### src/rtl/booth_pkg.sv
// Shared constants and state encoding for the radix-4 Booth multiplier stages.
package booth_pkg;

  localparam int LENGTH_DEF = 8;
  localparam int NUM_PP     = LENGTH_DEF / 2;
  localparam int CNT_W      = $clog2(NUM_PP);

  typedef enum logic [1:0] {
    IDLE = 2'd0,
    ACC  = 2'd1,
    DONE = 2'd2
  } state_t;

endpackage

### src/rtl/booth_pp_align.sv
// Sign-extends a Booth partial product to product width and shifts it to weight 4^k.
// Purely combinational; no handshake.
module booth_pp_align #(
  parameter int LENGTH = booth_pkg::LENGTH_DEF
) (
  input  logic [LENGTH+1:0]               pp_i,
  input  logic [$clog2(LENGTH/2)-1:0]     k_i,
  output logic [2*LENGTH-1:0]             term_o
);

  logic [2*LENGTH-1:0] ext;

  assign ext    = {{(LENGTH-2){pp_i[LENGTH+1]}}, pp_i};
  assign term_o = ext << {k_i, 1'b0};

endmodule

### src/rtl/booth_pp_accum.sv
// Accumulates LENGTH/2 Booth partial products (weight 4^0 first) into a signed product.
// One pp per cycle; product valid the cycle after the last accept; pp_ready drops while the product waits.
module booth_pp_accum
  import booth_pkg::*;
#(
  parameter int LENGTH = LENGTH_DEF
) (
  input  logic                  sys_clk,
  input  logic                  sys_rst_n,
  input  logic                  clear_i,
  input  logic [LENGTH+1:0]     pp_i,
  input  logic                  pp_valid_i,
  output logic                  pp_ready_o,
  output logic [2*LENGTH-1:0]   prod_o,
  output logic                  prod_valid_o,
  input  logic                  prod_ready_i,
  output logic                  busy_o
);

  localparam int PW  = 2 * LENGTH;
  localparam int NPP = LENGTH / 2;
  localparam int CW  = $clog2(NPP);
  localparam logic [CW-1:0] LAST_K = CW'(NPP - 1);

  state_t          state_q, state_d;
  logic [CW-1:0]   cnt_q, cnt_d;
  logic [PW-1:0]   acc_q, acc_d;
  logic [PW-1:0]   prod_q, prod_d;
  logic            prod_vld_q, prod_vld_d;

  logic            accept;
  logic [PW-1:0]   term;
  logic [PW-1:0]   sum;

  // cnt_q is zero in IDLE, so the first term lands at weight 4^0.
  booth_pp_align #(.LENGTH(LENGTH)) u_align (
    .pp_i   (pp_i),
    .k_i    (cnt_q),
    .term_o (term)
  );

  assign sum          = acc_q + term;
  assign pp_ready_o   = (state_q != DONE);
  assign busy_o       = (state_q != IDLE);
  assign accept       = pp_valid_i && pp_ready_o;
  assign prod_o       = prod_q;
  assign prod_valid_o = prod_vld_q;

  always_comb begin
    state_d    = state_q;
    cnt_d      = cnt_q;
    acc_d      = acc_q;
    prod_d     = prod_q;
    prod_vld_d = prod_vld_q;

    if (clear_i) begin
      state_d    = IDLE;
      cnt_d      = '0;
      acc_d      = '0;
      prod_d     = '0;
      prod_vld_d = 1'b0;
    end else begin
      case (state_q)
        IDLE: begin
          if (accept) begin
            acc_d   = sum;
            cnt_d   = CW'(1);
            state_d = ACC;
          end
        end
        ACC: begin
          if (accept) begin
            if (cnt_q == LAST_K) begin
              prod_d     = sum;
              prod_vld_d = 1'b1;
              acc_d      = '0;
              cnt_d      = '0;
              state_d    = DONE;
            end else begin
              acc_d = sum;
              cnt_d = cnt_q + CW'(1);
            end
          end
        end
        DONE: begin
          if (prod_vld_q && prod_ready_i) begin
            prod_vld_d = 1'b0;
            acc_d      = '0;
            cnt_d      = '0;
            state_d    = IDLE;
          end
        end
        default: begin
          state_d    = IDLE;
          cnt_d      = '0;
          acc_d      = '0;
          prod_vld_d = 1'b0;
        end
      endcase
    end
  end

  always_ff @(posedge sys_clk or negedge sys_rst_n) begin
    if (!sys_rst_n) begin
      state_q    <= IDLE;
      cnt_q      <= '0;
      acc_q      <= '0;
      prod_q     <= '0;
      prod_vld_q <= 1'b0;
    end else begin
      state_q    <= state_d;
      cnt_q      <= cnt_d;
      acc_q      <= acc_d;
      prod_q     <= prod_d;
      prod_vld_q <= prod_vld_d;
    end
  end

endmodule
### config.mk
export PLATFORM = sky130hd
export DESIGN_NAME = booth_pp_accum
export DESIGN_NICKNAME = d
export VERILOG_FILES = /design/src/rtl/booth_pkg.sv /design/src/rtl/booth_pp_align.sv /design/src/rtl/booth_pp_accum.sv
export SDC_FILE = /design/constraint.sdc
export NUM_CORES = 1
export LEC_CHECK = 0
export BUFFER_PORTS_ARGS = -buffer_cell sky130_fd_sc_hd__buf_2
export CORE_MARGIN = 2
export CORE_UTILIZATION = 25
export CTS_CLUSTER_SIZE = 30
export DETAILED_ROUTE_END_ITERATION = 16
export GPL_ROUTABILITY_DRIVEN = 0
export GPL_TIMING_DRIVEN = 1
export PLACE_DENSITY = 0.5
export SLEW_MARGIN = 15
export SYNTH_ARGS = -nofsm -noshare
export SYNTH_HDL_FRONTEND = slang
export SYNTH_SLANG_ARGS = --single-unit
### constraint.sdc
create_clock -name sys_clk -period 3.7 [get_ports sys_clk]
set_clock_uncertainty 0.1 [all_clocks]
set_input_delay 0.74 -clock sys_clk [delete_from_list [all_inputs] [get_ports sys_clk]]
set_output_delay 0.74 -clock sys_clk [all_outputs]
set_load 0.01 [all_outputs]
==> impl_metrics.prom, run 1 <==
# TYPE chip_impl_metric gauge
chip_impl_info{name="status",value="finished clean"} 1
chip_impl_info{name="setup.worst_path.end_class",value="flip-flop"} 1
chip_impl_info{name="hold_path.class",value="flip-flop to flip-flop"} 1
chip_impl_metric{name="worstSkewPairLatency",unit="ns"} 0.28
chip_impl_metric{name="grt_pass1_vias",unit=""} 1932
chip_impl_metric{name="vdd_ir_max",unit="mV"} 0.1761
chip_impl_metric{name="timing.critical_path.slowest_cell_delay",unit="ns"} 0.79
chip_impl_metric{name="floorplan.initialDensity",unit="%"} 25.58
chip_impl_metric{name="multi_input_comb_area",unit="mm2"} 0.001363
chip_impl_metric{name="ant_diodes",unit=""} 0
chip_impl_metric{name="yosys_warnings",unit=""} 0
chip_impl_info{name="timing.critical_path.cells",value="mux2i_1, o21ai_0, ha_1, o211ai_1, o21bai_2, o2111a_2, o21ai_1, a221oi_2, xnor2_1, a22o_1"} 1
chip_impl_metric{name="die-height",unit="um"} 101
chip_impl_metric{name="vias_per_cell",unit=""} 4.933
chip_impl_metric{name="global_route.usage.total",unit="%"} 12.24
chip_impl_metric{name="post-cts-setup-buffer-count",unit=""} 0
chip_impl_metric{name="fillerInstances",unit=""} 993
chip_impl_info{name="hold_path.startpoint",value="prod_o[3]$_DFFE_PN0P_"} 1
chip_impl_metric{name="seq_area",unit="um2"} 925.9
chip_impl_metric{name="grt_start_max_net_pins",unit=""} 38
chip_impl_metric{name="totalNegativeSetupSlack",unit="ns"} 0
chip_impl_metric{name="yosysSeqAreaShare",unit="%"} 39.36
chip_impl_metric{name="average_wire_per_standard_cell",unit="um"} 15.09
chip_impl_metric{name="gr-total-overflow",unit=""} 0
chip_impl_metric{name="post_synth_num_cell_types",unit=""} 44
chip_impl_metric{name="detailedRoute.firstPassIterationCount",unit=""} 4
chip_impl_metric{name="crit_arrival",unit="ns"} 3.28
chip_impl_metric{name="setup_violations_final",unit=""} 0
chip_impl_metric{name="post_cts_resize_count",unit=""} 0
chip_impl_info{name="maxUsedRoutingLayer",value="met4"} 1
chip_impl_metric{name="powerDensity",unit="mW/mm2"} 513.9
chip_impl_metric{name="final_nets",unit=""} 306
chip_impl_metric{name="synth-edff-count",unit=""} 0
chip_impl_metric{name="wl",unit="um"} 5826
chip_impl_metric{name="postSynthNetCount",unit=""} 273
chip_impl_info{name="yosys.cell_count.top_type",value="sky130_fd_sc_hd__dfrtp_1"} 1
chip_impl_metric{name="postSynthCellCount",unit=""} 241
chip_impl_metric{name="design.core.area",unit="mm2"} 0.009196
chip_impl_metric{name="ant_nets",unit=""} 0
chip_impl_metric{name="synth_area_per_cell",unit="um2"} 9.760
chip_impl_metric{name="leakage",unit="nW"} 1.348
chip_impl_metric{name="cts_buffer_depth",unit=""} 2
chip_impl_info{name="unrepaired_setup_endpoints_after_global_routing",value="no"} 1
chip_impl_info{name="synth_top_flop_cell",value="sky130_fd_sc_hd__dfrtp_1"} 1
chip_impl_metric{name="whs_path_depth",unit=""} 2
chip_impl_metric{name="timing.reg2reg.worst_path_depth",unit=""} 10
chip_impl_info{name="slowest_stage",value="sky130_fd_sc_hd__dfrtp_1"} 1
chip_impl_metric{name="timing.fmax",unit="MHz"} 311.7
chip_impl_info{name="setup.worst_path.class",value="flip-flop to flip-flop"} 1
chip_impl_metric{name="fin_crit_sh",unit="%"} 86.70
chip_impl_metric{name="postCtsHoldBufs",unit=""} 0
chip_impl_metric{name="htreeDepth",unit=""} 2
chip_impl_metric{name="met2RoutedLength",unit="um"} 2680
chip_impl_info{name="synth_top_area_cell",value="sky130_fd_sc_hd__dfrtp_1"} 1
chip_impl_metric{name="max_slew.worst_pin.slew",unit="ns"} 0.8865
chip_impl_metric{name="synth_top_cell_area_share",unit="%"} 39.36
chip_impl_metric{name="shortest_period_the_worst_path_allows",unit="ns"} 3.208
chip_impl_info{name="tritoncts",value="yes"} 1
chip_impl_info{name="clock_tree.root_cell",value="sky130_fd_sc_hd__clkbuf_8"} 1
chip_impl_info{name="hold-path-endpoint",value="prod_o[3]$_DFFE_PN0P_"} 1
chip_impl_metric{name="synth.cell_area",unit="mm2"} 0.002352
chip_impl_metric{name="port_buffers",unit=""} 33
chip_impl_metric{name="design.die.area",unit="mm2"} 0.01020
chip_impl_metric{name="flow.area_growth_from_synthesis",unit="%"} 17.71
chip_impl_metric{name="hpwl",unit="um"} 4372
chip_impl_metric{name="asyncSetResetFlopFracSynth",unit="%"} 100.0
chip_impl_metric{name="reg2reg_setup_slack",unit="ns"} 0.49
chip_impl_metric{name="die_w",unit="um"} 101
chip_impl_metric{name="maxCapViolations",unit=""} 0
chip_impl_metric{name="post-route-util",unit="%"} 30.11
chip_impl_metric{name="remaining_drc_errors",unit=""} 0
chip_impl_metric{name="grt_antenna_before_repair",unit=""} 0
chip_impl_info{name="synth.cells.most_frequent",value="sky130_fd_sc_hd__dfrtp_1, sky130_fd_sc_hd__nand2_1, sky130_fd_sc_hd__a22o_1"} 1
chip_impl_metric{name="wl_met1",unit="um"} 2901
chip_impl_info{name="critical_path.startpoint_type",value="flip-flop"} 1
chip_impl_metric{name="boundaryPins",unit=""} 34
chip_impl_metric{name="synth-seq-cells",unit=""} 37
chip_impl_metric{name="wire_length_of_the_first_global_routing_pass",unit="um"} 9846
chip_impl_metric{name="num_vias",unit=""} 1904
chip_impl_metric{name="path_clk_slew",unit="ns"} 0.07
chip_impl_info{name="r2r_end",value="prod_o[15]$_DFFE_PN0P_"} 1
chip_impl_metric{name="final-hold-violation-count",unit=""} 0
chip_impl_metric{name="route.met3.wl",unit="um"} 214
chip_impl_metric{name="max_slew_margin",unit="%"} 40.90
chip_impl_metric{name="cts_inserted_buffers",unit=""} 5
chip_impl_info{name="crit-reg2reg-launch",value="cnt_q[0]$_DFFE_PN0P_"} 1
chip_impl_metric{name="critical_path_required",unit="ns"} 3.77
chip_impl_info{name="ys_top_cells_by_area",value="sky130_fd_sc_hd__dfrtp_1, sky130_fd_sc_hd__ha_1, sky130_fd_sc_hd__a22o_1"} 1
chip_impl_metric{name="placement_rows",unit=""} 35
chip_impl_metric{name="final-max-slew-violation-count",unit=""} 0
chip_impl_metric{name="worstPathMaxFanout",unit=""} 18
chip_impl_metric{name="drive_above_1_share",unit="%"} 21.82
chip_impl_metric{name="dr.first_iter.drc_count",unit=""} 80
chip_impl_metric{name="clock_sinks",unit=""} 37
critical path, delay by kind of cell, from the launching register on:
| family | cells | cell delay, ns |
|---|---|---|
| xor+xnor | 1 | 0.11 |
| fa+ha+maj | 1 | 0.37 |
| flops | 1 | 0.79 |
| mux | 1 | 0.30 |
| compound gates | 7 | 1.42 |
cell usage in the layout, fill, tap and decap left out, types with 2 or more instances in the layout:
master / Yosys / layout
sky130_fd_sc_hd__o31ai_1: 3 / 3
sky130_fd_sc_hd__dfrtp_1: 37 / 37
sky130_fd_sc_hd__nor2_1: 14 / 14
sky130_fd_sc_hd__a211oi_1: 3 / 3
sky130_fd_sc_hd__a32o_1: 2 / 2
sky130_fd_sc_hd__a21oi_1: 15 / 15
sky130_fd_sc_hd__a22o_1: 21 / 21
sky130_fd_sc_hd__nor2b_1: 4 / 4
sky130_fd_sc_hd__clkbuf_8: 0 / 6
sky130_fd_sc_hd__and2_1: 2 / 2
sky130_fd_sc_hd__nor3_1: 3 / 2
sky130_fd_sc_hd__mux2i_1: 8 / 8
sky130_fd_sc_hd__mux2_2: 3 / 3
sky130_fd_sc_hd__nand2_1: 25 / 25
sky130_fd_sc_hd__o21ai_0: 14 / 14
sky130_fd_sc_hd__xor2_1: 7 / 7
sky130_fd_sc_hd__buf_4: 1 / 4
sky130_fd_sc_hd__ha_1: 16 / 16
sky130_fd_sc_hd__a21o_1: 7 / 7
sky130_fd_sc_hd__a31oi_1: 5 / 4
sky130_fd_sc_hd__inv_1: 8 / 8
sky130_fd_sc_hd__buf_2: 0 / 33
sky130_fd_sc_hd__or2_2: 2 / 2
sky130_fd_sc_hd__a31o_2: 2 / 2
sky130_fd_sc_hd__nand3_1: 2 / 2
sky130_fd_sc_hd__o21ai_1: 3 / 3
sky130_fd_sc_hd__xnor2_1: 7 / 7
registers in the layout, indices dropped and copies added (netlist names):
name,cells
state_q,2
prod_o,16
acc_q,16
prod_valid_o,1
cnt_q,2
how the worst max path moves through the flow:
stage	startpoint	end	cells past startpoint
floorplan	cnt_q[0]$_DFFE_PN0P_	prod_o[14]$_DFFE_PN0P_	11
global placement	pp_i[6]	prod_o[15]$_DFFE_PN0P_	12
detailed placement	pp_i[6]	prod_o[15]$_DFFE_PN0P_	12
CTS	cnt_q[0]$_DFFE_PN0P_	prod_o[15]$_DFFE_PN0P_	10
global route	cnt_q[0]$_DFFE_PN0P_	prod_o[15]$_DFFE_PN0P_	10
finish	cnt_q[0]$_DFFE_PN0P_	prod_o[15]$_DFFE_PN0P_	10
layer usage:
layer / up-vias / track usage [%]
li1: 955 / -
met1: 920 / 17.29
met2: 25 / 19.33
met3: 4 / 2.843
met4: 0 / 2.183
met5: - / 0
layout make-up:
| type | instances | share of cell area, % |
|---|---|---|
| flip-flops and latches | 37 | 33.44 |
| multi-input cells | 185 | 49.21 |
| well taps | 111 | 5.016 |
| clock inverters | 1 | 1.084 |
| clock buffers | 7 | 3.118 |
| inverters | 8 | 1.084 |
| repair buffers | 37 | 7.049 |
power by group:
group	internal, mW	switching, mW	total [mW]
Combinational	0.230	0.297	0.527
Clock	0.220	0.142	0.362
Sequential	0.479	0.0557	0.534
Total	0.928	0.495	1.42
kinds of logic (layout without fill, tap and decap cells):
group           after synthesis  in the layout  synth area share [%]
xor+xnor                     14             14                 5.213
mux                          12             12                 5.798
compound gates               86             86                 26.60
simple gates                 56             56                 10.48
flops                        37             37                 39.36
buf+inv                      19             53                 3.191
fa+ha+maj                    17             17                 9.362
metrics by stage:
| stage | power (mW) | hold slack, ns | std cells | cell area, um2 | setup WS (ns) |
|---|---|---|---|---|---|
| floorplan | 0.9088 | 0.3444 | 241 | 2352 | 0.5325 |
| detailed placement | 1.072 | 0.3636 | 378 | 2653 | 0.4344 |
| CTS | 1.443 | 0.3817 | 386 | 2769 | 0.4973 |
| global placement | 1.071 | 0.3600 | 378 | 2653 | 0.4184 |
| finish | 1.423 | 0.3734 | 386 | 2769 | 0.4923 |
| global route | 1.532 | 0.4154 | 386 | 2769 | 0.1588 |
(Power assumes the default switching activity.)
==> inputs of run 2 (changes only) <==
- PLACE_DENSITY: 0.5 -> not set
==> run 2 against run 1 <==
Sequential power barely moved. Clock-buffer cell count fell by 2. Worst hold slack improved by 0.0035 ns. Final area barely moved. First-iteration DRC count fell by 39%. Combinational power fell by 0.8%. Routed wire length fell by 3.7%. Final cell count did not move. Clock power barely moved. Non-clock buffer count did not move. Fmax rose by 0.70%. Critical path type unchanged. Largest cell class unchanged.
==> impl_metrics.prom, run 2 (synthesized netlist as in run 1, its figures left out) <==
# TYPE chip_impl_metric gauge
chip_impl_info{name="status",value="finished clean"} 1
chip_impl_metric{name="placement_rows",unit=""} 35
chip_impl_info{name="setup.worst_path.end_class",value="flip-flop"} 1
chip_impl_info{name="slowest_stage",value="sky130_fd_sc_hd__dfrtp_1"} 1
chip_impl_metric{name="global_route.usage.total",unit="%"} 11.47
chip_impl_info{name="clock_tree.root_cell",value="sky130_fd_sc_hd__clkbuf_8"} 1
chip_impl_info{name="tritoncts",value="yes"} 1
chip_impl_metric{name="critical_path_required",unit="ns"} 3.79
chip_impl_metric{name="die_w",unit="um"} 101
chip_impl_info{name="critical_path.startpoint_type",value="flip-flop"} 1
chip_impl_metric{name="route.met3.wl",unit="um"} 253
chip_impl_metric{name="average_wire_per_standard_cell",unit="um"} 14.54
chip_impl_metric{name="design.core.area",unit="mm2"} 0.009196
chip_impl_metric{name="final_nets",unit=""} 306
chip_impl_metric{name="boundaryPins",unit=""} 34
chip_impl_metric{name="htreeDepth",unit=""} 2
chip_impl_info{name="hold_path.class",value="flip-flop to flip-flop"} 1
chip_impl_metric{name="leakage",unit="nW"} 1.344
chip_impl_metric{name="ant_diodes",unit=""} 0
chip_impl_metric{name="num_vias",unit=""} 1922
chip_impl_metric{name="gr-total-overflow",unit=""} 0
chip_impl_metric{name="final-hold-violation-count",unit=""} 0
chip_impl_metric{name="detailedRoute.firstPassIterationCount",unit=""} 4
chip_impl_metric{name="post_cts_resize_count",unit=""} 0
chip_impl_metric{name="port_buffers",unit=""} 33
chip_impl_metric{name="cts_buffer_depth",unit=""} 2
chip_impl_info{name="setup.worst_path.class",value="flip-flop to flip-flop"} 1
chip_impl_metric{name="cts_inserted_buffers",unit=""} 5
chip_impl_metric{name="final-max-slew-violation-count",unit=""} 0
chip_impl_metric{name="die-height",unit="um"} 101
chip_impl_metric{name="postCtsHoldBufs",unit=""} 0
chip_impl_metric{name="grt_antenna_before_repair",unit=""} 0
chip_impl_metric{name="vias_per_cell",unit=""} 4.979
chip_impl_metric{name="post-cts-setup-buffer-count",unit=""} 0
chip_impl_metric{name="clock_sinks",unit=""} 37
chip_impl_metric{name="wire_length_of_the_first_global_routing_pass",unit="um"} 9328
chip_impl_metric{name="max_slew_margin",unit="%"} 43.90
chip_impl_info{name="timing.critical_path.cells",value="mux2i_1, o21ai_0, ha_1, a21o_1, a221o_1, a311o_1, o221ai_2, xnor2_1, a22o_1"} 1
chip_impl_metric{name="remaining_drc_errors",unit=""} 0
chip_impl_metric{name="maxCapViolations",unit=""} 0
chip_impl_metric{name="path_clk_slew",unit="ns"} 0.08
chip_impl_metric{name="drive_above_1_share",unit="%"} 22.18
chip_impl_metric{name="shortest_period_the_worst_path_allows",unit="ns"} 3.186
chip_impl_metric{name="flow.area_growth_from_synthesis",unit="%"} 17.66
chip_impl_metric{name="totalNegativeSetupSlack",unit="ns"} 0
chip_impl_metric{name="met2RoutedLength",unit="um"} 2665
chip_impl_info{name="layout.cells.most_common",value="sky130_fd_sc_hd__dfrtp_1"} 1
chip_impl_info{name="cp_top_family",value="compound AO/OA/AOI/OAI gates"} 1
chip_impl_metric{name="worstSkewPairLatency",unit="ns"} 0.30
chip_impl_info{name="highest_count_cells_in_the_layout_ignoring_fill_and_taps",value="sky130_fd_sc_hd__dfrtp_1, sky130_fd_sc_hd__buf_2, sky130_fd_sc_hd__nand2_1, sky130_fd_sc_hd__a22o_1, sky130_fd_sc_hd__ha_1"} 1
chip_impl_metric{name="timing.fmax",unit="MHz"} 313.9
chip_impl_metric{name="wl",unit="um"} 5612
chip_impl_metric{name="fin_crit_sh",unit="%"} 86.09
chip_impl_metric{name="ant_nets",unit=""} 0
chip_impl_metric{name="max_slew.worst_pin.slew",unit="ns"} 0.8414
chip_impl_metric{name="vdd_ir_max",unit="mV"} 0.1562
chip_impl_metric{name="fillerInstances",unit=""} 982
chip_impl_metric{name="dr.first_iter.drc_count",unit=""} 49
chip_impl_metric{name="grt_pass1_vias",unit=""} 1841
chip_impl_metric{name="design.die.area",unit="mm2"} 0.01020
chip_impl_metric{name="hpwl",unit="um"} 4229
chip_impl_metric{name="worstPathMaxFanout",unit=""} 18
chip_impl_metric{name="floorplan.initialDensity",unit="%"} 25.58
chip_impl_metric{name="timing.critical_path.buf_inv",unit=""} 0
chip_impl_metric{name="wl_met1",unit="um"} 2666
chip_impl_metric{name="hold_slack",unit="ns"} 0.3769
chip_impl_metric{name="crit_arrival",unit="ns"} 3.27
chip_impl_metric{name="powerDensity",unit="mW/mm2"} 512.4
chip_impl_metric{name="setup_violations_final",unit=""} 0
chip_impl_metric{name="timing.critical_path.slowest_cell_delay",unit="ns"} 0.79
chip_impl_info{name="maxUsedRoutingLayer",value="met4"} 1
chip_impl_metric{name="grt_start_max_net_pins",unit=""} 38
chip_impl_info{name="unrepaired_setup_endpoints_after_global_routing",value="no"} 1
## run 2: changes by cell type in the layout (fill, tap and decap cells not counted)
cell / change
sky130_fd_sc_hd__clkbuf_1: -1
sky130_fd_sc_hd__clkbuf_8: -1
sky130_fd_sc_hd__clkinv_4: +1
sky130_fd_sc_hd__clkinvlp_4: +1
## run 2: metrics by stage
stage	instance area, um2	cells	power, mW	worst slack [ns]	utilization, %
after floorplan	2352	241	0.9088	0.5325	-
after detailed placement	2653	378	1.065	0.4864	28.84
after global routing	2768	386	1.522	0.2651	30.10
final	2768	386	1.418	0.5145	30.10
after CTS	2768	386	1.432	0.5057	30.10
after global placement	2653	378	1.060	0.4963	28.84
## run 2: where the power goes
group / switching (mW) / internal, mW / total (mW)
registers: 0.0541 / 0.478 / 0.532
logic: 0.294 / 0.229 / 0.523
clock network: 0.161 / 0.202 / 0.363
## run 2: layout make-up
cell class | instances | area, um2 | share of cell area [%]
repair buffers | 37 | 195.2 | 7.052
multi-input cells | 185 | 1363 | 49.23
clock inverters | 3 | 46.29 | 1.673
well taps | 111 | 138.9 | 5.018
clock buffers | 5 | 68.82 | 2.486
flip-flops and latches | 37 | 925.9 | 33.45
inverters | 8 | 30.03 | 1.085
## run 2: per-layer routing
metal	vias up	GRT usage, %
met5	-	0
met4	0	2.183
met3	4	2.913
met2	37	18.77
met1	922	15.45
li1	959	-
## run 2: worst register-to-register path: cells and delay by family (launching register included)
family,cells,cell delay (ns)
AOI/OAI and AO/OA,6,1.41
xor gates and xnor gates,1,0.12
adders and majority gates,1,0.34
DFF,1,0.79
muxes,1,0.31
## run 2: worst paths after layout
check                                       from  slack (ns)  depth (start not counted)                endpoint
max                         cnt_q[0]$_DFFE_PN0P_        0.51                          9  prod_o[14]$_DFFE_PN0P_
min                        prod_o[4]$_DFFE_PN0P_        0.38                          2   prod_o[4]$_DFFE_PN0P_
max reg2reg                 cnt_q[0]$_DFFE_PN0P_        0.51                          9  prod_o[14]$_DFFE_PN0P_
min reg2reg                prod_o[4]$_DFFE_PN0P_        0.38                          2   prod_o[4]$_DFFE_PN0P_
max in group asynchronous              sys_rst_n        2.53                          1    acc_q[6]$_DFFE_PN0P_
min in group asynchronous              sys_rst_n        0.44                          1   acc_q[10]$_DFFE_PN0P_
==> inputs of run 3 (changes only) <==
- CORE_MARGIN: 2 -> 8
==> run 3 against run 2 <==
Utilization decreased by 0.31 points. Non-clock buffer count unchanged. Critical endpoint unchanged. Sequential share of layout area increased by 0.35 points. Routed wire length increased by 5.4%. Largest cell class unchanged. Critical path type unchanged. Die area increased by 25%. Final cell count unchanged. Final area decreased by 1.0%. Total power decreased by 5.3%. Clock power decreased by 21%.
==> impl_metrics.prom, run 3 (synthesized netlist as in run 1, its figures left out) <==
# TYPE chip_impl_metric gauge
chip_impl_metric{name="timing.critical_path.buf_inv",unit=""} 0
chip_impl_metric{name="average_wire_per_standard_cell",unit="um"} 15.32
chip_impl_metric{name="flow.area_growth_from_synthesis",unit="%"} 16.44
chip_impl_metric{name="detailedRoute.firstPassIterationCount",unit=""} 4
chip_impl_info{name="critical_path.startpoint_type",value="flip-flop"} 1
chip_impl_metric{name="leakage",unit="nW"} 1.334
chip_impl_metric{name="gr-total-overflow",unit=""} 0
chip_impl_metric{name="floorplan.initialDensity",unit="%"} 25.58
chip_impl_metric{name="clock_sinks",unit=""} 37
chip_impl_metric{name="vdd_ir_max",unit="mV"} 0.1403
chip_impl_metric{name="placement_rows",unit=""} 35
chip_impl_metric{name="shortest_period_the_worst_path_allows",unit="ns"} 3.185
chip_impl_metric{name="dr.first_iter.drc_count",unit=""} 52
chip_impl_metric{name="port_buffers",unit=""} 33
chip_impl_info{name="hold_path.class",value="flip-flop to flip-flop"} 1
chip_impl_metric{name="grt_pass1_vias",unit=""} 1986
chip_impl_metric{name="totalNegativeSetupSlack",unit="ns"} 0
chip_impl_info{name="clock_tree.root_cell",value="sky130_fd_sc_hd__clkbuf_8"} 1
chip_impl_metric{name="remaining_drc_errors",unit=""} 0
chip_impl_metric{name="post-cts-setup-buffer-count",unit=""} 0
chip_impl_metric{name="design.core.area",unit="mm2"} 0.009196
chip_impl_metric{name="instances_no_fill",unit=""} 386
chip_impl_metric{name="timing.critical_path.slowest_cell_delay",unit="ns"} 0.80
chip_impl_info{name="setup.worst_path.class",value="flip-flop to flip-flop"} 1
chip_impl_metric{name="ant_diodes",unit=""} 0
chip_impl_metric{name="boundaryPins",unit=""} 34
chip_impl_info{name="timing.critical_path.cells",value="mux2i_1, o21ai_0, ha_1, a21o_1, a221o_1, a311o_1, o221ai_2, xnor2_1, a22o_1"} 1
chip_impl_metric{name="final-max-slew-violation-count",unit=""} 0
chip_impl_metric{name="postCtsHoldBufs",unit=""} 0
chip_impl_metric{name="hpwl",unit="um"} 4515
chip_impl_info{name="setup.worst_path.end_class",value="flip-flop"} 1
chip_impl_metric{name="die_w",unit="um"} 113
chip_impl_metric{name="vias_per_cell",unit=""} 4.966
chip_impl_metric{name="hold_slack",unit="ns"} 0.3802
chip_impl_info{name="status",value="finished clean"} 1
chip_impl_metric{name="numPlacedInstances",unit=""} 378
chip_impl_metric{name="htreeDepth",unit=""} 2
chip_impl_metric{name="design.die.area",unit="mm2"} 0.01277
chip_impl_metric{name="fin_ws",unit="ns"} 0.5147
chip_impl_metric{name="ant_nets",unit=""} 0
chip_impl_metric{name="worstSkewPairLatency",unit="ns"} 0.29
chip_impl_metric{name="cts_buffer_depth",unit=""} 2
chip_impl_info{name="slowest_stage",value="sky130_fd_sc_hd__dfrtp_1"} 1
chip_impl_metric{name="detailedPlace.worstSlack",unit="ns"} 0.4854
chip_impl_info{name="layout.cells.most_common",value="sky130_fd_sc_hd__dfrtp_1"} 1
chip_impl_metric{name="final_nets",unit=""} 306
chip_impl_metric{name="path_clk_slew",unit="ns"} 0.08
chip_impl_metric{name="critical_path_required",unit="ns"} 3.78
chip_impl_metric{name="grt_start_max_net_pins",unit=""} 38
chip_impl_metric{name="final-hold-violation-count",unit=""} 0
chip_impl_metric{name="powerDensity",unit="mW/mm2"} 490.1
chip_impl_metric{name="cts_inserted_buffers",unit=""} 5
chip_impl_info{name="highest_count_cells_in_the_layout_ignoring_fill_and_taps",value="sky130_fd_sc_hd__dfrtp_1, sky130_fd_sc_hd__buf_2, sky130_fd_sc_hd__nand2_1, sky130_fd_sc_hd__a22o_1, sky130_fd_sc_hd__ha_1"} 1
chip_impl_metric{name="wire_length_of_the_first_global_routing_pass",unit="um"} 9867
chip_impl_metric{name="fin_crit_sh",unit="%"} 86.09
chip_impl_info{name="unrepaired_setup_endpoints_after_global_routing",value="no"} 1
chip_impl_info{name="cp_top_family",value="compound AO/OA/AOI/OAI gates"} 1
chip_impl_metric{name="grt_antenna_before_repair",unit=""} 0
chip_impl_metric{name="post_cts_resize_count",unit=""} 0
chip_impl_metric{name="worstPathMaxFanout",unit=""} 18
chip_impl_metric{name="timing.fmax",unit="MHz"} 313.9
chip_impl_metric{name="num_vias",unit=""} 1917
chip_impl_metric{name="crit_arrival",unit="ns"} 3.27
chip_impl_metric{name="max_slew_margin",unit="%"} 42.83
chip_impl_metric{name="wl",unit="um"} 5915
chip_impl_metric{name="drive_above_1_share",unit="%"} 22.18
chip_impl_info{name="tritoncts",value="yes"} 1
chip_impl_metric{name="setup_violations_final",unit=""} 0
chip_impl_metric{name="die-height",unit="um"} 113
chip_impl_metric{name="global_route.usage.total",unit="%"} 9.428
chip_impl_metric{name="design_power",unit="mW"} 1.342
chip_impl_metric{name="maxCapViolations",unit=""} 0
chip_impl_metric{name="max_slew.worst_pin.slew",unit="ns"} 0.8576
run 3: changes by cell type in the layout (fill, tap and decap cells not counted), sizes merged:
cell / change
bufinv: -1
clkinv: +1
run 3: final cells by class:
cell class	count	area, um2
clock buffers	5	68.82
clock inverters	3	17.52
fillers	988	6457
inverters	8	30.03
multi-input cells	185	1363
flip-flops and latches	37	925.9
well taps	111	138.9
repair buffers	37	195.2
run 3: worst min-delay path, cell delays in order, from the launching register on:
cell and delay [ns]:
sky130_fd_sc_hd__dfrtp_1 0.35, sky130_fd_sc_hd__nand2_1 0.05, sky130_fd_sc_hd__o31ai_1 0.05
run 3: path summary, 6_finish.rpt:
path / slack [ns] / endpoint / cells past startpoint / start
min in group asynchronous: 0.45 / prod_valid_o$_DFFE_PN0P_ / 1 / sys_rst_n
worst max-delay path: 0.51 / prod_o[14]$_DFFE_PN0P_ / 9 / cnt_q[0]$_DFFE_PN0P_
worst max register to register: 0.51 / prod_o[14]$_DFFE_PN0P_ / 9 / cnt_q[0]$_DFFE_PN0P_
worst min register to register: 0.38 / prod_o[7]$_DFFE_PN0P_ / 2 / prod_o[7]$_DFFE_PN0P_
worst min-delay path: 0.38 / prod_o[7]$_DFFE_PN0P_ / 2 / prod_o[7]$_DFFE_PN0P_
max in group asynchronous: 2.51 / acc_q[14]$_DFFE_PN0P_ / 1 / sys_rst_n
run 3: power by group:
part	internal (mW)	switching (mW)	leakage [nW]
combinational	0.229	0.293	0.800
clock	0.130	0.155	0.0439
sequential	0.478	0.0559	0.490
total	0.838	0.505	1.33
run 3: metal layers:
| layer | routed length, um | global-route usage, % | part of all wire, % |
|---|---|---|---|
| met1 | 2786 | 11.33 | 47 |
| met2 | 2781 | 15.95 | 47 |
| met3 | 277 | 3.142 | 4.7 |
| met4 | 70 | 2.043 | 1.2 |
| met5 | 0 | 0 | 0 |
run 3: per-stage QoR:
stage | area [um2] | util [%]
2_1_floorplan | 2352 | -
3_3_place_gp | 2653 | 28.84
3_5_place_dp | 2653 | 28.84
4_1_cts | 2739 | 29.78
5_1_grt | 2739 | 29.78
6_report | 2739 | 29.78
